File: config.mk
export PLATFORM = sky130hd
export DESIGN_NAME = onehot_seq_ctrl
export DESIGN_NICKNAME = d
export VERILOG_FILES = /design/src/rtl/onehot_seq_ctrl.sv
export SDC_FILE = /design/constraint.sdc
export NUM_CORES = 1
export LEC_CHECK = 0
export ABC_AREA = 1
export CAP_MARGIN = 10
export CELL_PAD_IN_SITES_DETAIL_PLACEMENT = 1
export CELL_PAD_IN_SITES_GLOBAL_PLACEMENT = 2
export CORE_ASPECT_RATIO = 0.6
export CORE_MARGIN = 4
export CORE_UTILIZATION = 29
export CTS_BUF_LIST = sky130_fd_sc_hd__clkbuf_4 sky130_fd_sc_hd__clkbuf_8 sky130_fd_sc_hd__clkbuf_16
export DETAILED_ROUTE_END_ITERATION = 10
export HOLD_SLACK_MARGIN = 0.12
export PLACE_DENSITY = 0.78
export RECOVER_POWER = 25
export SYNTH_ARGS = -nofsm -noshare
export SYNTH_HDL_FRONTEND = slang
export SYNTH_SLANG_ARGS = --single-unit
File: constraint.sdc
create_clock -name in_clk -period 2.1 [get_ports in_clk]
set_input_delay 0.42 -clock in_clk [delete_from_list [all_inputs] [get_ports in_clk]]
set_output_delay 0.42 -clock in_clk [all_outputs]
set_load 0.02 [all_outputs]
File: src/rtl/onehot_seq_ctrl.sv
// onehot_seq_ctrl: arbitrates two requesters for one shared onehot counter.
// A granted job loads a pattern into the counter and then rotates it a
// requested number of steps in a requested direction. Completion is signalled
// with a one-cycle done pulse. All outputs are registered (Moore style) and
// are decoded from the next-state values, so they change together with the
// state register.
module onehot_seq_ctrl #(
    parameter int N  = 6,
    parameter int CW = 4
) (
    input  logic          in_clk,
    input  logic          rst,
    input  logic          in_req_a,
    input  logic [N-1:0]  in_pat_a,
    input  logic          in_dir_a,
    input  logic [CW-1:0] in_cnt_a,
    input  logic          in_req_b,
    input  logic [N-1:0]  in_pat_b,
    input  logic          in_dir_b,
    input  logic [CW-1:0] in_cnt_b,
    output logic          ou_gnt_a,
    output logic          ou_gnt_b,
    output logic          ou_done_a,
    output logic          ou_done_b,
    output logic [1:0]    ou_sel,
    output logic [N-1:0]  ou_p,
    output logic          ou_busy
);

    typedef enum logic [1:0] {
        ST_IDLE = 2'b00,
        ST_LOAD = 2'b01,
        ST_RUN  = 2'b10,
        ST_DONE = 2'b11
    } state_t;

    // Counter select encodings
    localparam logic [1:0] SEL_HOLD = 2'b00;
    localparam logic [1:0] SEL_ROR  = 2'b01;
    localparam logic [1:0] SEL_ROL  = 2'b10;
    localparam logic [1:0] SEL_LOAD = 2'b11;

    state_t        state_q, state_d;
    logic [N-1:0]  pat_q, pat_d;
    logic          dir_q, dir_d;
    logic [CW-1:0] cnt_q, cnt_d;
    logic [CW-1:0] step_q, step_d;
    logic          owner_b_q, owner_b_d;   // 0 = A owns the job, 1 = B
    logic          last_b_q, last_b_d;     // 1 = B was served last

    logic          gnt_a_q, gnt_a_d;
    logic          gnt_b_q, gnt_b_d;
    logic          done_a_q, done_a_d;
    logic          done_b_q, done_b_d;
    logic [1:0]    sel_q, sel_d;
    logic [N-1:0]  p_q, p_d;
    logic          busy_q, busy_d;

    // Next-state logic: arbitration, job capture and step counting
    always_comb begin
        state_d   = state_q;
        pat_d     = pat_q;
        dir_d     = dir_q;
        cnt_d     = cnt_q;
        step_d    = step_q;
        owner_b_d = owner_b_q;
        last_b_d  = last_b_q;
        case (state_q)
            ST_IDLE: begin
                // On a tie the requester that was not served last wins
                if (in_req_a && (!in_req_b || last_b_q)) begin
                    owner_b_d = 1'b0;
                    pat_d     = in_pat_a;
                    dir_d     = in_dir_a;
                    cnt_d     = in_cnt_a;
                    state_d   = ST_LOAD;
                end else if (in_req_b) begin
                    owner_b_d = 1'b1;
                    pat_d     = in_pat_b;
                    dir_d     = in_dir_b;
                    cnt_d     = in_cnt_b;
                    state_d   = ST_LOAD;
                end else begin
                    state_d   = ST_IDLE;
                end
            end
            ST_LOAD: begin
                step_d = cnt_q;
                if (cnt_q != {CW{1'b0}}) begin
                    state_d = ST_RUN;
                end else begin
                    state_d = ST_DONE;
                end
            end
            ST_RUN: begin
                // The step counter holds the number of RUN cycles left,
                // including the current one
                step_d = step_q - CW'(1);
                if (step_q == CW'(1)) begin
                    state_d = ST_DONE;
                end else begin
                    state_d = ST_RUN;
                end
            end
            ST_DONE: begin
                last_b_d = owner_b_q;
                state_d  = ST_IDLE;
            end
            default: begin
                state_d = ST_IDLE;
            end
        endcase
    end

    // Output decode from the next state so the registered outputs line up with it
    always_comb begin
        gnt_a_d  = 1'b0;
        gnt_b_d  = 1'b0;
        done_a_d = 1'b0;
        done_b_d = 1'b0;
        sel_d    = SEL_HOLD;
        p_d      = {N{1'b0}};
        busy_d   = 1'b0;
        if (state_d != ST_IDLE) begin
            gnt_a_d = ~owner_b_d;
            gnt_b_d = owner_b_d;
            busy_d  = 1'b1;
            p_d     = pat_d;
        end else begin
            busy_d  = 1'b0;
        end
        case (state_d)
            ST_IDLE: begin
                sel_d = SEL_HOLD;
            end
            ST_LOAD: begin
                sel_d = SEL_LOAD;
            end
            ST_RUN: begin
                if (dir_d) begin
                    sel_d = SEL_ROR;
                end else begin
                    sel_d = SEL_ROL;
                end
            end
            ST_DONE: begin
                sel_d    = SEL_HOLD;
                done_a_d = ~owner_b_d;
                done_b_d = owner_b_d;
            end
            default: begin
                sel_d = SEL_HOLD;
            end
        endcase
    end

    // State, capture and output registers; reset leaves B as last served
    always_ff @(posedge in_clk or negedge rst) begin
        if (!rst) begin
            state_q   <= ST_IDLE;
            pat_q     <= {N{1'b0}};
            dir_q     <= 1'b0;
            cnt_q     <= {CW{1'b0}};
            step_q    <= {CW{1'b0}};
            owner_b_q <= 1'b0;
            last_b_q  <= 1'b1;
            gnt_a_q   <= 1'b0;
            gnt_b_q   <= 1'b0;
            done_a_q  <= 1'b0;
            done_b_q  <= 1'b0;
            sel_q     <= 2'b00;
            p_q       <= {N{1'b0}};
            busy_q    <= 1'b0;
        end else begin
            state_q   <= state_d;
            pat_q     <= pat_d;
            dir_q     <= dir_d;
            cnt_q     <= cnt_d;
            step_q    <= step_d;
            owner_b_q <= owner_b_d;
            last_b_q  <= last_b_d;
            gnt_a_q   <= gnt_a_d;
            gnt_b_q   <= gnt_b_d;
            done_a_q  <= done_a_d;
            done_b_q  <= done_b_d;
            sel_q     <= sel_d;
            p_q       <= p_d;
            busy_q    <= busy_d;
        end
    end

    assign ou_gnt_a  = gnt_a_q;
    assign ou_gnt_b  = gnt_b_q;
    assign ou_done_a = done_a_q;
    assign ou_done_b = done_b_q;
    assign ou_sel    = sel_q;
    assign ou_p      = p_q;
    assign ou_busy   = busy_q;

endmodule

# Yosys cells after proc, flatten, opt, wreduce, memory -nomap -nowiden
# Cells that the tools add are included.
dict set report classes {
  add_sub_neg 1
  eq_ne 7
  muxes 25
  n_bitwise 1
  reduce_logical 11
}
# cell n
set ops {}
lappend ops {{6-bit 2-to-1 mux} 4}
lappend ops {{1-bit 2-to-1 mux} 15}
lappend ops {{2-bit equality test, second input constant} 4}
lappend ops {{4-bit 2-to-1 mux} 2}
lappend ops {{2-bit case mux with 4 select lines} 1}
lappend ops {{4-bit case mux with 2 select lines} 1}
lappend ops {{2-bit case mux with 3 select lines} 1}
lappend ops {{2-bit nonzero test} 3}
lappend ops {{2-bit by 1-bit equality test with 1-bit output, second input constant} 2}
lappend ops {{4-bit by 1-bit equality test with 1-bit output, second input constant} 1}
lappend ops {{2-bit zero test} 2}
lappend ops {{4-bit nonzero test} 1}
lappend ops {{4-bit by 1-bit subtractor with 4-bit output, second input constant} 1}
lappend ops {{2-bit 2-to-1 mux} 1}
lappend ops {{2-bit AND reduction} 1}
lappend ops {{2-bit OR reduction} 1}
lappend ops {{1-bit logical AND} 1}
lappend ops {{1-bit zero test} 1}
lappend ops {{1-bit logical OR} 1}
lappend ops {{1-bit NOT} 1}
dict set report word_totals {
  register_bits 32
  in_bits 26
}

# Depth between registers and ports, before layout
dict set report logic_depth {
  ltp_word 8
  mapped_depth 9
  ltp_nobuf 9
}

# Worst setup path after synthesis
# Ideal clock, no wire load.
dict set report synth_path {
  path_kind {reg-to-reg}
  from {register state_q[0]}
  to {register gnt_a_q, in the netlist ou_gnt_a}
  arrival_ns 1.670
  required_ns 1.964
  setup_slack_ns 0.293
  path_stages_with_launch 9
  path_buffers 1
  path_cell_list {dfrtp_1 inv_1 ha_1 nand4_1 nand2_1 o21ai_0 ha_1 clkbuf_1 nor2_1}
}
dict set report synth_between {
  elab_chain_len 4
  word_cells_on_any_way 9
  cone_classes {eq/ne (3); mux (3); bitwise (1); reduce/logical (2)}
}
# item line
set synth_lines {}
lappend synth_lines {{from (decl)} 43} ;# state_t state_q, state_d;
lappend synth_lines {{from (signal assigned)} 175} ;# state_q <= state_d;
lappend synth_lines {{2-bit equality test (tied with other cells)} 68} ;# case (state_q)
lappend synth_lines {{2-bit case mux with 4 select lines or 1-bit 2-to-1 mux (tied branches)} 68}
lappend synth_lines {{2-bit nonzero test or 1-bit NOT (tied branches)} {124, 125}}
lappend synth_lines {{1-bit 2-to-1 mux *} 124} ;# if (state_d != ST_IDLE) begin
lappend synth_lines {{named net gnt_a_d} 51} ;# logic gnt_a_q, gnt_a_d;
lappend synth_lines {{to (signal assigned)} 182} ;# gnt_a_q <= gnt_a_d;
lappend synth_lines {{to (decl)} 51}
# Mark *: on every way through the listed nets, which the timed path passes. The rest lies on a longest branch.
# A chain may end at the register's enable or synchronous reset.

# Worst setup path in the final report
dict set report layout_path {
  from {register state_q[0]}
  to {register done_b_q, in the netlist ou_done_b}
}
dict set report layout_between {
  elab_chain_len 4
  word_cells_on_any_way 8
  cone_classes {eq/ne (4); mux (3); reduce/logical (1)}
}
# item line
set layout_lines {}
lappend layout_lines {{2-bit equality test (tied with other cells)} 68}
lappend layout_lines {{2-bit case mux with 4 select lines *} 68}
lappend layout_lines {{named net state_d[0]} 43}
lappend layout_lines {{2-bit equality test *} 132} ;# case (state_d)
lappend layout_lines {{1-bit 2-to-1 mux *} 132}
lappend layout_lines {{named net done_b_d} 54} ;# logic done_b_q, done_b_d;
lappend layout_lines {{to (signal assigned)} 185} ;# done_b_q <= done_b_d;
lappend layout_lines {{to (decl)} 54}
# Marked as above.

==> impl_metrics.yaml <==
cts:
  cts_setup_buffers: 0
  clkSinkCount: 32
  tritoncts: "done"
  cts_buffer_depth: 2
  cts_max_level: 2
  ctsResizeCount: 0
  cts_root_buffer: "clkbuf_8"
  cts_hold_buf: 0
  clk_latency_ns: 0.29
  numCtsBuffers: 5
  path_clk_slew_ns: 0.07
worst_setup_path:
  r2r_start: "state_q[0]$_DFF_PN0_"
  cp-end-kind: "register"
  r2r_end: "ou_done_b$_DFF_PN0_"
  startpoint_type: "register"
  reg2reg_setup_slack_ns: 0.30
  rr_worst_depth: 9
  critPathMaxFanout: 8
  path_class: "reg -> reg"
  worstPathRequired_ns: 2.28
  critPathArrivalTime_ns: 1.98
grt:
  grt_pass1_vias: 1344
  grt_pass1_wl_um: 7020
  grt_max_degree: 33
  antenna_found_initial: 0
  grt_util_all_layers_pct: 13.5
  grt.overflow.total: 0
drt:
  wl_per_cell_um: 14.6
  route.antenna.remaining_nets: 0
  route.detailed.drc: 0
  drt_iter0_drc: 31
  num_vias: 1270
  drt_wl_total_um: 4240
  avgViaCountPerCell: 4.38
  drt_pass1_iterations: 6
status:
  status: "finished clean"
yosys:
  synth.avg_cell_area_um2: 9.07
  ys_warn_count: 0
  yosys.cell_types.count: 24
  synth_seq_cells: 32
  ys_seq_area_share_pct: 50.2
  syn-num-nets: 212
  synthCells: 176
  syn-cell-area_um2: 1600
timing:
  worst_slew_pin_slew_ns: 0.830
  hold_viol: 0
  clock.fmax_mhz: 555
  grt_setup_unrepaired: "no"
  setup_tns_ns: 0
  max-slew-margin-rel_pct: 44.7
  slew_violations: 0
  fin_crit_sh_pct: 85.9
  fin_crit_ns: 1.80
  fin_worst_skew_ns: 0.00794
  setup_viol: 0
placement:
  gp_congestion: 0.744
  io_buffers: 38
  hpwlAfterDp_um: 3360
cells_and_area:
  area_delta_synth_final_pct: 36.8
  fin_util_pct: 42.1
  final_common_cell: "clkdlybuf4s50_1"
  antenna_cells: 0
  drive_gt1_share_pct: 18.3
  final_nets: 259
  final_cell_mix: "37 x clkdlybuf4s50_1, 31 x dfrtp_1, 29 x inv_1"
pwr:
  p_leak_nw: 1.07
  vdd_drop_max_uv: 657
  powerDensity_nw_per_um2: 1580
floorplan:
  initial_core_util_pct: 30.8
  die_w_um: 104
  die_area_um2: 6800
  die_y_um: 65.5
  placementRows: 20
  core_um2: 5180
  io_pins: 39
worst_hold_path:
  min-delay-start: "dir_q$_DFF_PN0_"
  hold_depth: 2
  worst_hold_path_type: "reg -> reg"
  holdPathEnd: "dir_q$_DFF_PN0_"
job:
  max-cap-violations: 0
per-layer routing:
metal  GRT usage, %  vias to the layer above  wire length [µm]
met4           4.98                        0                53
met3           4.32                        5               238
met2           17.8                       28              1670
met1           20.2                      599              2280
li1               -                      638                 -
met5              0                        -                 0
synthesized netlist by cell type, drive strengths merged:
master  number  area, µm²
nand2       33        144
inv         32        123
dfrtp       31        776
nor2        26        123
nand3       12       85.1
a21oi       10       50.1
ha          10        125
o21ai       10       57.6
nand4        3       18.8
a22oi        2       15.0
buf          2       31.3
or2          2       12.5
clkbuf       1       3.75
dfstp        1       26.3
o22ai        1       6.26
worst max-delay path, cell delays in order (launching register included):
cell and delay (ns):
dfrtp_1 0.39, inv_1 0.10, ha_1 0.30, nand4_1 0.13, nand2_1 0.06, o21ai_1 0.25, inv_1 0.13, ha_1 0.22
inv_1 0.07, nor2_1 0.05
power breakdown:
group	internal, mW	switching, mW
registers	0.927	0.120
clock network	0.351	0.247
logic	0.735	1.07
total	2.01	1.44
through the flow:
stage	hold slack [ns]	std cells	instance area, µm²	worst slack [ns]	power, mW
finish	0.511	290	2180	0.297	3.45
global route	0.573	290	2180	0.147	3.76
CTS	0.516	290	2190	0.152	3.51
detailed placement	0.497	282	2070	0.0673	2.89
global placement	0.492	282	2070	0.157	2.84
floorplan	0.124	176	1600	0.293	2.17
layout make-up:
type / count / area (µm²)
Multi-Input combinational cell: 109 / 637
Fill cell: 608 / 3000
Tap cell: 66 / 82.6
Clock inverter: 3 / 42.5
Timing Repair Buffer: 43 / 428
Sequential cell: 32 / 802
Clock buffer: 5 / 68.8
Inverter: 32 / 123
flip-flops by register name, summed over array words and instances (netlist names):
name / cells
ou_gnt_b: 1
ou_p: 6
ou_done_b: 1
ou_sel: 2
state_q: 2
last_b_q: 1
dir_q: 1
ou_busy: 1
step_q: 4
cnt_q: 4
ou_done_a: 1
owner_b_q: 1
ou_gnt_a: 1
pat_q: 6
how the worst max path moves through the flow:
stage                         start                  end  slack, ns  depth (start not counted)
6_report       state_q[0]$_DFF_PN0_  ou_done_b$_DFF_PN0_       0.30                          9
5_1_grt        state_q[0]$_DFF_PN0_  ou_done_a$_DFF_PN0_       0.15                          9
3_3_place_gp               in_req_b   ou_gnt_b$_DFF_PN0_       0.16                          7
3_5_place_dp               in_req_b  ou_done_b$_DFF_PN0_       0.07                          8
2_1_floorplan  state_q[0]$_DFF_PN0_   ou_gnt_a$_DFF_PN0_       0.29                          8
4_1_cts        state_q[0]$_DFF_PN0_  ou_done_b$_DFF_PN0_       0.15                          9
kinds of logic (layout without fill, tap and decap cells):
group / after synthesis / count (layout) / synth area share [%]
compound gates: 23 / 23 / 8.07
fa+ha+maj: 10 / 10 / 7.84
buf+inv: 35 / 83 / 9.87
flops: 32 / 32 / 50.2
simple gates: 76 / 76 / 24.0
No activity file was read; power rests on OpenSTA's default activity.
